### src/rtl/spi_ciphertext_receiver.sv
// SPI slave that deserialises chip-select framed words into a small output FIFO,
// tagging each word with its position inside a WORDS_PER_NUM-word ciphertext.
// Latency: 4 clk_in cycles from chip select rising at the pin to data_valid_out.
// Backpressure: data_ready_in pops the FIFO; a good word arriving while full is
// dropped and overflow_out latches.

// Generic synchronous FIFO: power-of-two depth, registered storage.
// Latency: a push is visible at the head on the next cycle when empty.
// Backpressure: wr_rdy_o is high when not full or when a pop happens this cycle.
module spi_ct_fifo #(
    parameter int WIDTH = 8,
    parameter int DEPTH = 4
) (
    input  logic             clk_i,
    input  logic             rst_ni,
    input  logic             wr_vld_i,
    input  logic [WIDTH-1:0] wr_dat_i,
    output logic             wr_rdy_o,
    output logic             rd_vld_o,
    input  logic             rd_rdy_i,
    output logic [WIDTH-1:0] rd_dat_o
);
    localparam int AW = $clog2(DEPTH);

    logic [WIDTH-1:0] mem_q [DEPTH];
    logic [AW:0]      wr_ptr_q;
    logic [AW:0]      rd_ptr_q;
    logic             empty;
    logic             full;
    logic             push;
    logic             pop;

    assign empty    = (wr_ptr_q == rd_ptr_q);
    assign full     = (wr_ptr_q[AW] != rd_ptr_q[AW]) &&
                      (wr_ptr_q[AW-1:0] == rd_ptr_q[AW-1:0]);
    assign rd_vld_o = ~empty;
    assign pop      = rd_vld_o & rd_rdy_i;
    // A simultaneous pop frees a slot, so a full FIFO can still accept.
    assign wr_rdy_o = ~full | pop;
    assign push     = wr_vld_i & wr_rdy_o;
    assign rd_dat_o = mem_q[rd_ptr_q[AW-1:0]];

    // Pointer update and storage write; storage cleared so the head reads 0 after reset.
    always_ff @(posedge clk_i or negedge rst_ni) begin
        if (!rst_ni) begin
            wr_ptr_q <= '0;
            rd_ptr_q <= '0;
            for (int i = 0; i < DEPTH; i++) begin
                mem_q[i] <= '0;
            end
        end else begin
            if (push) begin
                mem_q[wr_ptr_q[AW-1:0]] <= wr_dat_i;
                wr_ptr_q                <= wr_ptr_q + 1'b1;
            end
            if (pop) begin
                rd_ptr_q <= rd_ptr_q + 1'b1;
            end
        end
    end
endmodule

module spi_ciphertext_receiver #(
    parameter int DATA_WIDTH    = 32,
    parameter int WORDS_PER_NUM = 128,
    parameter int FIFO_DEPTH    = 4
) (
    input  logic                             clk_in,
    input  logic                             rst_in,
    input  logic                             chip_data_in,
    input  logic                             chip_clk_in,
    input  logic                             chip_sel_in,
    output logic [DATA_WIDTH-1:0]            data_out,
    output logic                             data_valid_out,
    input  logic                             data_ready_in,
    output logic                             data_last_out,
    output logic [$clog2(WORDS_PER_NUM)-1:0] word_index_out,
    output logic                             frame_error_out,
    output logic                             overflow_out
);
    localparam int IDX_W   = $clog2(WORDS_PER_NUM);
    localparam int CNT_W   = $clog2(DATA_WIDTH + 2);
    localparam int ENTRY_W = DATA_WIDTH + IDX_W + 1;

    localparam logic [CNT_W-1:0] CNT_FULL = CNT_W'(DATA_WIDTH);
    localparam logic [CNT_W-1:0] CNT_SAT  = CNT_W'(DATA_WIDTH + 1);
    localparam logic [IDX_W-1:0] IDX_LAST = IDX_W'(WORDS_PER_NUM - 1);

    typedef enum logic [1:0] {
        WAIT_IDLE = 2'd0,
        IDLE      = 2'd1,
        SHIFT     = 2'd2,
        COMMIT    = 2'd3
    } state_t;

    state_t state_q, state_d;

    // Synchronizer chains; *_prev_q holds the last synchronized value for edge detection.
    logic sclk_meta_q, sclk_sync_q, sclk_prev_q;
    logic cs_meta_q,   cs_sync_q,   cs_prev_q;
    logic sdi_meta_q,  sdi_sync_q;
    logic [1:0] settle_q;

    logic [CNT_W-1:0]      bit_cnt_q, bit_cnt_d;
    logic [DATA_WIDTH-1:0] shift_q,   shift_d;
    logic [IDX_W-1:0]      index_q,   index_d;
    logic                  overflow_q, overflow_d;

    logic sclk_rise;
    logic cs_rise;
    logic cs_fall;
    logic settled;
    logic good_word;
    logic bad_word;
    logic drop_word;

    logic               fifo_wr_rdy;
    logic [ENTRY_W-1:0] fifo_wr_dat;
    logic [ENTRY_W-1:0] fifo_rd_dat;

    assign sclk_rise = sclk_sync_q & ~sclk_prev_q;
    assign cs_rise   = cs_sync_q & ~cs_prev_q;
    assign cs_fall   = cs_prev_q & ~cs_sync_q;
    // The cs chain resets high, so it only reflects the pin two cycles after reset.
    assign settled   = (settle_q == 2'd2);

    // Bring the SPI pins into the clk_in domain and remember previous values for edges.
    always_ff @(posedge clk_in or negedge rst_in) begin
        if (!rst_in) begin
            sclk_meta_q <= 1'b0;
            sclk_sync_q <= 1'b0;
            sclk_prev_q <= 1'b0;
            cs_meta_q   <= 1'b1;
            cs_sync_q   <= 1'b1;
            cs_prev_q   <= 1'b1;
            sdi_meta_q  <= 1'b0;
            sdi_sync_q  <= 1'b0;
            settle_q    <= 2'd0;
        end else begin
            sclk_meta_q <= chip_clk_in;
            sclk_sync_q <= sclk_meta_q;
            sclk_prev_q <= sclk_sync_q;
            cs_meta_q   <= chip_sel_in;
            cs_sync_q   <= cs_meta_q;
            cs_prev_q   <= cs_sync_q;
            sdi_meta_q  <= chip_data_in;
            sdi_sync_q  <= sdi_meta_q;
            if (!settled) begin
                settle_q <= settle_q + 2'd1;
            end
        end
    end

    // FSM state register.
    always_ff @(posedge clk_in or negedge rst_in) begin
        if (!rst_in) begin
            state_q <= WAIT_IDLE;
        end else begin
            state_q <= state_d;
        end
    end

    // FSM next-state: a frame in progress at reset release is skipped by WAIT_IDLE.
    always_comb begin
        state_d = state_q;
        unique case (state_q)
            WAIT_IDLE: if (settled && cs_sync_q) state_d = IDLE;
            IDLE:      if (cs_fall)              state_d = SHIFT;
            SHIFT:     if (cs_rise)              state_d = COMMIT;
            COMMIT:                              state_d = IDLE;
            default:                             state_d = WAIT_IDLE;
        endcase
    end

    // FSM outputs: classify the frame in COMMIT and decide push / drop / error.
    always_comb begin
        good_word = 1'b0;
        bad_word  = 1'b0;
        if (state_q == COMMIT) begin
            good_word = (bit_cnt_q == CNT_FULL);
            bad_word  = (bit_cnt_q != CNT_FULL);
        end
        drop_word = good_word & ~fifo_wr_rdy;
    end

    // Datapath next-state: bit counting, shifting, ciphertext index and overflow flag.
    always_comb begin
        bit_cnt_d  = bit_cnt_q;
        shift_d    = shift_q;
        index_d    = index_q;
        overflow_d = overflow_q | drop_word;
        if (state_q == IDLE && cs_fall) begin
            bit_cnt_d = '0;
        end else if (state_q == SHIFT && sclk_rise) begin
            shift_d = {shift_q[DATA_WIDTH-2:0], sdi_sync_q};
            if (bit_cnt_q != CNT_SAT) begin
                bit_cnt_d = bit_cnt_q + 1'b1;
            end
        end
        // Dropped good words still advance the index to keep ciphertext alignment.
        if (good_word) begin
            index_d = (index_q == IDX_LAST) ? '0 : index_q + 1'b1;
        end
    end

    // Datapath registers.
    always_ff @(posedge clk_in or negedge rst_in) begin
        if (!rst_in) begin
            bit_cnt_q  <= '0;
            shift_q    <= '0;
            index_q    <= '0;
            overflow_q <= 1'b0;
        end else begin
            bit_cnt_q  <= bit_cnt_d;
            shift_q    <= shift_d;
            index_q    <= index_d;
            overflow_q <= overflow_d;
        end
    end

    assign fifo_wr_dat = {(index_q == IDX_LAST), index_q, shift_q};

    spi_ct_fifo #(
        .WIDTH (ENTRY_W),
        .DEPTH (FIFO_DEPTH)
    ) u_fifo (
        .clk_i    (clk_in),
        .rst_ni   (rst_in),
        .wr_vld_i (good_word),
        .wr_dat_i (fifo_wr_dat),
        .wr_rdy_o (fifo_wr_rdy),
        .rd_vld_o (data_valid_out),
        .rd_rdy_i (data_ready_in),
        .rd_dat_o (fifo_rd_dat)
    );

    assign data_out        = fifo_rd_dat[DATA_WIDTH-1:0];
    assign word_index_out  = fifo_rd_dat[DATA_WIDTH +: IDX_W];
    assign data_last_out   = fifo_rd_dat[ENTRY_W-1];
    assign frame_error_out = bad_word;
    assign overflow_out    = overflow_q;
endmodule

### config.mk
export PLATFORM = sky130hd
export DESIGN_NAME = spi_ciphertext_receiver
export DESIGN_NICKNAME = d
export VERILOG_FILES = /design/src/rtl/spi_ciphertext_receiver.sv
export SDC_FILE = /design/constraint.sdc
export NUM_CORES = 1
export LEC_CHECK = 0
export ABC_AREA = 1
export ABC_CLOCK_PERIOD_IN_PS = 2800
export CAP_MARGIN = 10
export CORE_ASPECT_RATIO = 1.5
export CORE_MARGIN = 1
export CORE_UTILIZATION = 45
export CTS_BUF_LIST = sky130_fd_sc_hd__clkbuf_4 sky130_fd_sc_hd__clkbuf_8 sky130_fd_sc_hd__clkbuf_16
export DETAILED_ROUTE_END_ITERATION = 16
export HOLD_SLACK_MARGIN = 0.06
export PLACE_DENSITY = 0.7
export REMOVE_ABC_BUFFERS = 1
export SYNTH_ARGS = -nofsm -noshare
export SYNTH_HDL_FRONTEND = slang
export SYNTH_HIERARCHICAL = 1
export SYNTH_SLANG_ARGS = --single-unit
### constraint.sdc
create_clock -name clk_in -period 2.8 [get_ports clk_in]
set_input_delay 0.7 -clock clk_in [delete_from_list [all_inputs] [get_ports clk_in]]
set_output_delay 0.7 -clock clk_in [all_outputs]
set_load 0.05 [all_outputs]
======== Yosys cells after proc, flatten, opt, wreduce, memory -nomap -nowiden ========
Cells that the tools add are included.
operators by class
  add/subtract/negate cells ............... 5
  multiply operators ...................... 0
  div/mod/pow operators ................... 0
  $lt $le $gt $ge ......................... 3
  eq/ne operators ......................... 14
  shift operators ......................... 0
  mux-type cells .......................... 16
  bitwise gates (word level) .............. 17
  reduce and logical (&&, ||, !) cells .... 11
operators by type and width
  operator                                                       number
  160-bit bitwise mux                                            1
  40-bit 2-to-1 mux                                              3
  40-bit binary-select mux with 2-bit select                     1
  40-bit demux with 2-bit select                                 1
  6-bit 2-to-1 mux                                               3
  6-bit != test, second input constant                           2
  2-bit one-hot mux with 4 select lines                          1
  7-bit by 1-bit adder with 7-bit output, second input constant  1
  7-bit equality test, second input constant                     1
  7-bit 2-to-1 mux                                               1
  1-bit NOT                                                      7
  3-bit by 1-bit adder with 3-bit output, second input constant  2
  6-bit by 1-bit adder with 6-bit output, second input constant  1
  1-bit bitwise AND                                              6
  2-bit equality test, second input constant                     3
  6-bit equality test, second input constant                     1
  3-bit greater-or-equal comparator, second input constant       2
  2-bit 2-to-1 mux                                               3
  2-bit != test, second input constant                           3
  2-bit NOT with 3-bit output                                    2
  1-bit logical AND                                              5
  2-bit AND reduction                                            2
  2-bit nonzero test                                             2
  3-bit equality test                                            1
  other kinds (9)                                                11
storage, ports and cells
  register bits after elaboration ......... 224
  bits in latches ......................... 0
  bits in writable memories ............... 0
  ROM bits ................................ 0
  input port bits ......................... 6
  output and inout bits ................... 43
  logic and storage cells ................. 86
  memories ................................ 0

======== Logic depth before layout (Yosys ltp) ========
  depth in word-level cells ............... 7
  mapped depth ............................ 9
  gate-level depth less buffers ........... 9

======== Cells and area by module ========
Netlist, hierarchy kept.
by module, submodules not included
  module                   instances  cells an instance  area an instance (µm²)  seq. area each (µm²)
  spi_ct_fifo              1          992                8,100.3                 4,154.0
  spi_ciphertext_receiver  1          280                2,577.5                 1,455.1

======== Worst setup path after synthesis ========
Ideal clock, no wire load.
  kind .................................... reg-to-output
  start point ............................. register u_fifo.rd_ptr_q[0]
  end point ............................... output data_out[0]
  data arrival time ....................... 1,679 ps
  slack ................................... 421 ps
  stages on the path, launching flop included .. 5
  cell sequence ........................... dfrtp_1 buf_2 clkbuf_1 nor2_1 o22ai_1
between the ends
  cells in the longest elaborated chain, start to end .. 4
RTL lines
  element                                               line  source
  start: declaration                                    27    logic [AW:0] rd_ptr_q;
  start signal: assignment                              57    rd_ptr_q <= rd_ptr_q + 1'b1;
  2-bit NOT with 3-bit output (not written as such)     41    assign rd_dat_o = mem_q[rd_ptr_q[AW-1:0]];
  40-bit binary-select mux with 2-bit select            41
  40-bit 2-to-1 mux (not written as such) (2 in a row)  41
  end: declaration                                      73    output logic [DATA_WIDTH-1:0] data_out,
No other way between the ends. The select of a mux whose other input is x is not followed.

======== Worst setup path after layout ========
  start point ............................. register u_fifo.rd_ptr_q[1]
  end point ............................... output data_out[25]
Same word-level chain as after synthesis.

==> flow_summary.yaml <==
outcome:
  outcome: "finished, final reports clean"
drt:
  detailedRoute.firstIterationViolations: 820
  detail_route.wl_per_cell_um: 18.0
  drt_pass1_iterations: 5
  drt-total-wl_um: 28800
  drc: 0
  postRouteAntennaNets: 0
  route.vias.total: 9197
  detail_route.vias_per_cell: 5.74
final_layout:
  utilization: 0.543
  final_common_cell: "sky130_fd_sc_hd__nand2_1"
  finalNetCount: 1292
  finish.instance_area_um2: 12600
  layout_cell_share_with_drive_strength_beyond_1: 0.121
  syn2layout_area_growth_pct: 17.8
  fin_cells: 1601
  most_frequent_cells_in_the_layout: "sky130_fd_sc_hd__nand2_1 (445), sky130_fd_sc_hd__dfrtp_1 (220), sky130_fd_sc_hd__nand4_1 (163)"
  nFillCells: 2106
  antenna-diode-count: 0
sta:
  minimum_clock_period_after_layout_ns: 2.74
  fin_hold_ws_ns: 0.154
  timing_hold_violations_final: 0
  finalSetupTns_ns: 0
  finalCritPeriodShare: 0.980
  rsz_0062_raised_after_global_routing: "yes"
  max_slew_margin: 0.467
  number_of_endpoints_failing_setup_at_the_final_stage: 0
  clock_tree_skew_after_final_layout_ns: 0.0182
  timing_worst_slew_pin_value_ns: 0.799
  fmaxAchievable_mhz: 364
  timing_max_transition_violations_final: 0
synth:
  total_standard_cell_area_after_synthesis_um2: 10700
  synth_cell_type_count: 29
  synth_area_per_cell_um2: 8.39
  asyncSetResetFlopFracSynth: 1.00
  yosys_most_used_dff: "sky130_fd_sc_hd__dfrtp_1"
  synth_edf_count: 0
  yosys_warnings: 6
  synth.yosys.seq_area_share: 0.525
  syn-instance-count: 1272
  synth-seq-cells: 224
flow_run:
  cap_violations: 0
placement:
  placedCellCount: 1562
  number_of_buffers_inserted_by_port_buffering: 48
  place_area_um2: 11800
  detailedPlacementHpwl_um: 16000
  globalplace.congestion: 0.773
grt:
  grt_start_max_net_pins: 157
  grt_overflow: 0
  grt_usage: 0.242
  grt_pass1_wl_um: 47100
  antenna_violations_before_repair: 0
  vias_in_the_first_global_route: 8841
floorplanning:
  die_h_um: 191
  core_area_um2: 23100
  num_rows: 68
  fp.dieW_um: 128
  dieArea_um2: 24400
  num_io_pins: 49
  initial_utilization: 0.461
worst_setup_path:
  critPathLaunch: "u_fifo/rd_ptr_q[1]"
  reg_to_reg_slack_setup_ns: 0.51
  crit_end: "data_out[25]"
  r2r-start: "u_fifo/rd_ptr_q[1]"
  crit_end_element: "primary output"
  cp.arrival_ns: 2.04
  critical_path_peak_fanout: 13
  worst-setup-path-type: "flip-flop to primary output"
  crit_path_start_kind: "flip-flop"
  crit_required_ns: 2.10
  regToRegEndpoint: "u_fifo/mem_q[101]"
  ff2ff_path_depth: 10
clock_network:
  setup_fix_buffers_added_after_clock_tree_synthesis: 0
  clock_sink_count: 224
  ctsHtreeMaxLevel: 1
  cts-root-to-sink-buffers: 3
  clock_latency_ns: 0.51
  cts_made_buffers: 22
  worst_setup_hold_path_clk_slew_ns: 0.06
  clock_tree.root_cell: "sky130_fd_sc_hd__clkbuf_16"
  tritoncts: "built"
power:
  power.density_cell_area_nw_per_um2: 558
  power_leakage_uw: 0.00651
  power.ir.vdd_worst_uv: 424
min_path:
  worst_hold_path_type: "input pin to async pin"
## kinds of logic (layout without fill, tap and decap cells)
kind of cell | after synthesis | in the layout | share of synthesized area
simple gates | 760 | 760 | 0.320
flops | 224 | 224 | 0.525
fa+ha+maj | 15 | 15 | 0.0176
compound gates | 136 | 136 | 0.0693
buf+inv | 130 | 144 | 0.0621
xor+xnor | 7 | 7 | 0.00574
## critical path: stages, from the launching register on
cell and delay, ns:
sky130_fd_sc_hd__dfrtp_1 0.40, sky130_fd_sc_hd__inv_2 0.27, sky130_fd_sc_hd__buf_4 0.28, sky130_fd_sc_hd__o21ai_0 0.12, sky130_fd_sc_hd__o22ai_1 0.27, sky130_fd_sc_hd__buf_12 0.18
## layer usage
metal	up-vias	part of all wire	global-route usage
met3	41	0.059	0.0253
met2	326	0.51	0.410
met5	-	0	0
met1	4537	0.41	0.324
li1	4293	-	-
met4	0	0.020	0.0760
## registers in the layout, indices dropped and copies added, names as in the netlist
name             count
shift_q             32
cs_prev_q            1
sclk_prev_q          1
sclk_sync_q          1
u_fifo/mem_q       160
sdi_sync_q           1
cs_meta_q            1
u_fifo/wr_ptr_q      3
state_q              2
overflow_out         1
cs_sync_q            1
bit_cnt_q            6
sclk_meta_q          1
sdi_meta_q           1
u_fifo/rd_ptr_q      3
index_q              7
settle_q             2
## cell type report
type,count,area [µm²],area share
clock inverter,5,52.6,0.00418
inverter,22,82.6,0.00657
sequential,224,5610,0.446
clock buffer,34,683,0.0543
timing repair buffer,83,1270,0.101
tap,315,394,0.0313
multi-input combinational,918,4480,0.356
## Yosys cell counts, types with 4 or more instances
| cell type | number | area (µm²) |
|---|---|---|
| sky130_fd_sc_hd__nor2_4 | 4 | 45.0 |
| sky130_fd_sc_hd__clkbuf_1 | 46 | 173 |
| sky130_fd_sc_hd__dfrtp_1 | 221 | 5530 |
| sky130_fd_sc_hd__nor2_1 | 88 | 330 |
| sky130_fd_sc_hd__ha_1 | 15 | 188 |
| sky130_fd_sc_hd__buf_2 | 25 | 125 |
| sky130_fd_sc_hd__inv_2 | 5 | 18.8 |
| sky130_fd_sc_hd__nand3_2 | 4 | 40.0 |
| sky130_fd_sc_hd__o22ai_1 | 40 | 250 |
| sky130_fd_sc_hd__buf_6 | 17 | 191 |
| sky130_fd_sc_hd__buf_1 | 15 | 56.3 |
| sky130_fd_sc_hd__nand3_1 | 47 | 235 |
| sky130_fd_sc_hd__nand2_1 | 445 | 1670 |
| sky130_fd_sc_hd__nand4_1 | 163 | 1020 |
| sky130_fd_sc_hd__o21ai_1 | 4 | 20.0 |
| sky130_fd_sc_hd__inv_1 | 17 | 63.8 |
| sky130_fd_sc_hd__xnor2_1 | 4 | 35.0 |
| sky130_fd_sc_hd__buf_4 | 4 | 30.0 |
| sky130_fd_sc_hd__o21ai_0 | 87 | 435 |
## timing repair
action,in CTS,in global routing
setup endpoints to repair,1,14
gates cloned,0,0
hold buffers,0,0
hold endpoints to repair,0,0
gates resized for setup,1,12
## how the worst min path moves through the flow
stage | start | endpoint | slack (ns) | cells after the start
6_report | rst_in | sdi_sync_q | 0.15 | 1
3_3_place_gp | sclk_meta_q | sclk_sync_q | 0.33 | 0
2_1_floorplan | sclk_meta_q | sclk_sync_q | 0.33 | 0
3_5_place_dp | sdi_meta_q | sdi_sync_q | 0.34 | 0
4_1_cts | rst_in | shift_q[1] | 0.17 | 1
5_1_grt | rst_in | shift_q[0] | 0.18 | 1
## through the flow
stage	power (µW)	worst slack, ns
finish	7020	0.0557
global route	7290	-0.0186
CTS	7070	0.0113
detailed placement	4090	0.344
global placement	4070	0.405
floorplan	3850	-2.83
## power breakdown
| part | total [µW] | internal [µW] | switching, µW |
|---|---|---|---|
| Clock | 2990 | 1770 | 1220 |
| Sequential | 3520 | 3350 | 174 |
| Combinational | 507 | 149 | 358 |
(Power assumes the default switching activity.)
